===== src/rtl/sram_port_arbiter.sv =====
// Arbitrates a single-port synchronous SRAM between instruction fetch and data memory.
// Data wins by default; a starvation counter forces an instruction grant after
// STARVE_LIMIT consecutive denied cycles. Read data is routed back to the port
// that owned the read issued in the previous cycle.
module sram_port_arbiter #(
    parameter int unsigned STARVE_LIMIT = 4
) (
    input  logic        clk,
    input  logic        reset,
    input  logic        inst_req,
    input  logic [31:0] inst_addr,
    output logic        inst_gnt,
    output logic        inst_rvalid,
    output logic [31:0] inst_rdata,
    input  logic        data_req,
    input  logic [3:0]  data_we,
    input  logic [31:0] data_addr,
    input  logic [31:0] data_wdata,
    output logic        data_gnt,
    output logic        data_rvalid,
    output logic [31:0] data_rdata,
    output logic        sram_en,
    output logic [3:0]  sram_we,
    output logic [31:0] sram_addr,
    output logic [31:0] sram_wdata,
    input  logic [31:0] sram_rdata
);

    localparam int unsigned CNT_W = 4;
    localparam logic [CNT_W-1:0] CNT_MAX = CNT_W'(STARVE_LIMIT);

    typedef enum logic [1:0] {
        OWN_NONE = 2'd0,
        OWN_INST = 2'd1,
        OWN_DATA = 2'd2
    } owner_t;

    owner_t           rsp_owner;
    owner_t           rsp_owner_next;
    logic [CNT_W-1:0] starve_cnt;
    logic [CNT_W-1:0] starve_cnt_next;
    logic             force_inst;

    assign force_inst = (starve_cnt == CNT_MAX);

    // Grant selection: data by default, instruction when only it requests or is starved.
    always_comb begin
        inst_gnt = 1'b0;
        data_gnt = 1'b0;
        if (!reset) begin
            if (inst_req && (!data_req || force_inst)) begin
                inst_gnt = 1'b1;
            end else if (data_req) begin
                data_gnt = 1'b1;
            end
        end
    end

    // SRAM request mux driven from the winning port; idle bus is all zeros.
    always_comb begin
        sram_en    = 1'b0;
        sram_we    = 4'b0000;
        sram_addr  = 32'h0;
        sram_wdata = 32'h0;
        if (inst_gnt) begin
            sram_en   = 1'b1;
            sram_addr = inst_addr;
        end else if (data_gnt) begin
            sram_en    = 1'b1;
            sram_we    = data_we;
            sram_addr  = data_addr;
            sram_wdata = data_wdata;
        end
    end

    // Next starvation count: count denied instruction cycles, saturating.
    always_comb begin
        starve_cnt_next = '0;
        if (inst_req && !inst_gnt) begin
            starve_cnt_next = force_inst ? starve_cnt : starve_cnt + CNT_W'(1);
        end
    end

    // Next response owner: only reads produce a response.
    always_comb begin
        rsp_owner_next = OWN_NONE;
        if (inst_gnt) begin
            rsp_owner_next = OWN_INST;
        end else if (data_gnt && (data_we == 4'b0000)) begin
            rsp_owner_next = OWN_DATA;
        end
    end

    // State registers with synchronous reset.
    always_ff @(posedge clk) begin
        if (reset) begin
            starve_cnt <= '0;
            rsp_owner  <= OWN_NONE;
        end else begin
            starve_cnt <= starve_cnt_next;
            rsp_owner  <= rsp_owner_next;
        end
    end

    // Response routing; suppressed while reset is held so a read granted just before is dropped.
    always_comb begin
        inst_rvalid = !reset && (rsp_owner == OWN_INST);
        data_rvalid = !reset && (rsp_owner == OWN_DATA);
        inst_rdata  = inst_rvalid ? sram_rdata : 32'h0;
        data_rdata  = data_rvalid ? sram_rdata : 32'h0;
    end

endmodule


===== config.mk =====
export PLATFORM = sky130hd
export DESIGN_NAME = sram_port_arbiter
export DESIGN_NICKNAME = d
export VERILOG_FILES = /design/src/rtl/sram_port_arbiter.sv
export SDC_FILE = /design/constraint.sdc
export NUM_CORES = 1
export LEC_CHECK = 0
export CORE_AREA = 2 2 105 107
export DETAILED_ROUTE_END_ITERATION = 6
export DIE_AREA = 0 0 107 109
export SKIP_LAST_GASP = 1
export SLEW_MARGIN = 20
export SYNTH_ARGS = -nofsm -noshare
export SYNTH_HDL_FRONTEND = slang
export SYNTH_SLANG_ARGS = --single-unit

===== constraint.sdc =====
create_clock -name clk -period 3 [get_ports clk]
set_clock_uncertainty 0.05 [all_clocks]
set_input_delay 0.9 -clock clk [delete_from_list [all_inputs] [get_ports clk]]
set_output_delay 0.9 -clock clk [all_outputs]
set_load 0.005 [all_outputs]

## Word-level counts from Yosys, hierarchy flattened

Index checks and enable logic that the tools add are counted.

| cells by class | value |
|---|---|
| $add $sub $neg | 1 |
| equality and inequality tests | 3 |
| muxes and demuxes | 17 |
| bitwise operators | 1 |
| reductions and logical operators | 12 |

Operator list:

| cell | number |
|---|---|
| two-way mux 32 bit | 6 |
| two-way mux 1 bit | 8 |
| two-way mux 4 bit | 2 |
| logical AND 1 bit | 5 |
| adder 4 x 1 -> 4 bit, second input constant | 1 |
| == test 4 x 3 -> 1 bit, second input constant | 1 |
| zero test 4 bit | 1 |
| OR reduction 2 bit | 2 |
| zero test 1 bit | 3 |
| == test 2 x 1 -> 1 bit, second input constant | 1 |
| == test 2 bit, second input constant | 1 |
| two-way mux 2 bit | 1 |
| logical OR 1 bit | 1 |
| NOT 1 bit | 1 |

| word-level totals | value |
|---|---|
| bits in registers | 6 |
| logic and storage cells | 37 |

## Logic depth before layout (Yosys ltp)

| logic depth | value |
|---|---|
| word-level depth | 9 |
| gate-level depth with buffers | 6 |

## Worst setup path before layout

Ideal clock, no wire load.

| path | value |
|---|---|
| kind | in2out |
| start | input reset |
| end | output sram_addr[22] |
| data arrival time | 1.698 ns |
| setup slack | 0.352 ns |
| stages | 4 |
| path buffers | 1 |
| path through | nand2b_1 -> a21oi_2 -> buf_2 -> a22o_1 |

RTL lines:

| element | RTL line | text |
|---|---|---|
| start: declaration | 9 | `input logic reset,` |
| two-way mux 1 bit | 50 | `if (!reset) begin` |
| via inst_gnt | 12 | `output logic inst_gnt,` |
| two-way mux 32 bit | 65 | `if (inst_gnt) begin` |
| end: declaration | 24 | `output logic [31:0] sram_addr,` |

The timed path passes the listed nets, and every way through them passes these cells.

## Worst setup path after layout

| path | value |
|---|---|
| start | input inst_req |
| end | output sram_addr[30] |

| on the way | value |
|---|---|
| word-level cells in the longest chain between the ends | 5 |

Ends and longest elaborated chain:

| element | RTL line | text |
|---|---|---|
| start: declaration | 10 | `input logic inst_req,` |
| logical AND 1 bit * | 51 | `if (inst_req && (!data_req \|\| force_inst)) begin` |
| two-way mux 1 bit | 51 |  |
| two-way mux 1 bit | 50 |  |
| two-way mux 32 bit | 68 | `end else if (data_gnt) begin` |
| two-way mux 32 bit * | 65 |  |

Every way passes the cells marked *; elsewhere a longest branch is shown, timed or not.

==> summary.txt <==
Status
  • Status: complete, but fails checks
  • Violated checks: setup timing

Floorplanning
  • Total Die Area: 11,660 um^2
  • I/O pins: 273
  • Die X: 107 um
  • Core box area: 10,600 um^2
  • Die Ht: 109 um
  • Initial Utilization: 12.12%
  • # rows: 38

Critical path
  • RR Startpoint: starve_cnt[0]
  • Worst setup path endpoint: sram_addr[30]
  • R2R setup slack: 1210 ps
  • Reg2reg end: rsp_owner[1]
  • Startpoint types: input port
  • Crit-path cells: buf_8 -> a311oi_4 -> buf_4 -> buf_12 -> buf_8 -> buf_16 -> a22o_1 -> buf_2
  • Req. time, crit path: 2050 ps
  • CP most frequent cell: buf_8
  • Crit Path Category: in -> out
  • Cells on worst reg2reg path: 10
  • Slowest CP cell: a311oi_4
  • Worst-path fanout max: 4
  • Critical Path End Type: output pin
  • CP startpoint: inst_req
  • Critical Path AT: 2100 ps
  • Slowest stage delay, CP: 300 ps

Timing
  • Fin crit period: 3053 ps
  • Worst-margin pin slew: 283.4 ps
  • RSZ-0062 raised after global routing: yes
  • Slew headroom: 80.93%
  • Final slew viol count: 0
  • Fin worst setup slack: -52.57 ps
  • WHS: 483.4 ps
  • Highest achievable clock rate: 0.3276 GHz
  • Fin crit share: 101.8%
  • Hold Violations, Final: 0
  • Setup TNS Final: -466.9 ps
  • Final-report setup violation count: 21

Global routing
  • First-pass GRT wire length: 14,170 um
  • Vias in the first global route: 2,600
  • Total congestion overflow: 0
  • Initial antenna violation count: 0
  • Largest net degree at the start of global routing: 34
  • Total track usage: 15.46%

Yosys
  • Post-synthesis adder-cell area fraction: 1.947%
  • Sequential share of the synthesized area: 9.348%
  • Synth area leader: and2_1
  • Xor-xnor portion of the synthesized cell area: 0%
  • Mapped Nets: 320
  • Mapped cell area: 1285 um^2
  • Register bit count reported by yosys: 6
  • Ys Warns: 0
  • Post-synth cell types: 22
  • Compound-gate portion of the synthesized area: 24.93%
  • Top cell type's share of synthesized area: 49.17%
  • Syn Inst Count: 182
  • List of most frequent post-synthesis cells: and2_1 (101), a22o_1 (32), clkbuf_1 (8)
  • Number of enable flip-flop cells after synthesis: 0
  • Largest cells by area after synthesis: and2_1 (49%), a22o_1 (22%), dfxtp_1 (9.3%)
  • Multiplexer share of the synthesized area: 0.7790%
  • Predominant post-synthesis flop cell: dfxtp_1
  • Top-count cell post-synth: and2_1
  • Syn Area/Cell: 7.060 um^2
  • Largest family of logic cells by synthesized area: simple AND/OR/NAND/NOR gates
  • Simple-Gate Fraction of Synth Area: 56.38%
  • Async S/R FF share, synth: 0%

CTS
  • Clock sinks: 6
  • Clock Pin Slew Worst Setup and Hold Paths: 40 ps
  • Hold_buf cts: 0
  • Cts bufs inserted: 3
  • CTS tree: built
  • H-tree levels: 1
  • CTS Buffer Depth: 2
  • Clock latency on the worst-skew pair: 220 ps
  • Root buf cell: clkbuf_8

Drt
  • Vias per cell: 4.052
  • Metal3 WL: 995 um
  • Drt total wl: 10,260 um
  • Total number of vias: 2,561
  • DRT met1 WL: 3850 um
  • Wire length per cell: 16.24 um
  • 1st-pass router iterations: 4
  • Top sig layer: met4
  • DR iter-0 viols: 72
  • DR WL met2: 5308 um
  • Antenna-violating nets left: 0
  • Residual DRC: 0

Power
  • Static Leak: 2.769 nW
  • Max rail drop VDD: 0.1491 mV
  • Overall power: 655.5 uW
  • Power density cells: 137.3 nW/um^2

Place
  • Port Buffers: 272
  • Dpl ws: -733.8 ps
  • Placer congestion estimate: 0.8133
  • Post-DP Area: 4248 um^2
  • Placed wire-length estimate: 6737 um
  • Post-Place Cells: 588

Final layout
  • Layout area overhead: 271.5%
  • FILL cells: 1,052
  • Multi-input gate area: 1157 um^2
  • Final core area utilization: 45.02%
  • Non-Filler Instances: 632
  • Fraction of layout cells with a size suffix above 1: 31.30%
  • # nets final: 632
  • Register area: 120.1 um^2
  • # diodes: 0
  • Post-route cell area: 4773 um^2

Min path
  • Min-delay worst type: reg -> reg
  • Hold_sp: starve_cnt[0]

Flow run
  • Max Cap Violations: 0
[registers in the layout, summed over array words and instances (netlist names)]
name / count
rsp_owner: 2
starve_cnt: 4
[timing repair]
item / 4_1_cts / 5_1_grt
endpoints found under the setup margin: 137 / 121
cloned: 11 / 3
setup buffers: 27 / 9
gates resized for setup: 325 / 112
pin swaps: 19 / 9
[worst max-delay path: cells and delay by family]
kind                   cells  cell delay [ps]
AOI/OAI and AO/OA          2              420
buffers and inverters      6              780
[cell type report]
| cell class | instances | share of cell area (%) |
|---|---|---|
| Sequential cell | 6 | 2.516 |
| Tap cell | 140 | 3.670 |
| Inverter | 4 | 0.3670 |
| Timing Repair Buffer | 323 | 68.34 |
| Clock buffer | 3 | 0.8650 |
| Multi-Input combinational cell | 156 | 24.25 |
[layer usage]
layer	GRT usage, %	up-vias
met5	0	-
met4	2.690	0
met3	4.065	10
met2	29.85	146
met1	17.14	1170
li1	-	1235
[cell families (layout without fill, tap and decap cells)]
| family | count (synthesis) | in the layout |
|---|---|---|
| simple gates | 118 | 118 |
| compound gates | 35 | 35 |
| buf+inv | 20 | 330 |
| flops | 6 | 6 |
| fa+ha+maj | 2 | 2 |
| mux | 1 | 1 |
[where the power goes]
part / total, mW / internal, mW / switching [mW]
logic: 0.455 / 0.323 / 0.132
clock network: 0.118 / 0.0859 / 0.0318
registers: 0.0828 / 0.0817 / 0.00107
[worst min path at each step]
stage                    end  slack (ps)  cells past startpoint
3_5_place_dp   starve_cnt[0]         480                      2
6_report       starve_cnt[0]         480                      2
4_1_cts        starve_cnt[0]         490                      2
3_3_place_gp   starve_cnt[0]         460                      2
2_1_floorplan  starve_cnt[0]         400                      1
5_1_grt        starve_cnt[0]         500                      2
[cell usage in the layout, fill, tap and decap left out, types with 12 or more instances in the layout]
cell / netlist / routed
dlygate4sd2_1: 0 / 13
buf_4: 0 / 17
dlymetal6s2s_1: 0 / 32
clkdlybuf4s15_1: 0 / 14
and2_1: 101 / 89
a22o_1: 32 / 32
buf_6: 0 / 26
clkbuf_2: 1 / 29
clkdlybuf4s50_1: 0 / 133
buf_2: 7 / 32
and2_4: 0 / 12
Note: power is estimated with default switching activity, not from simulation.
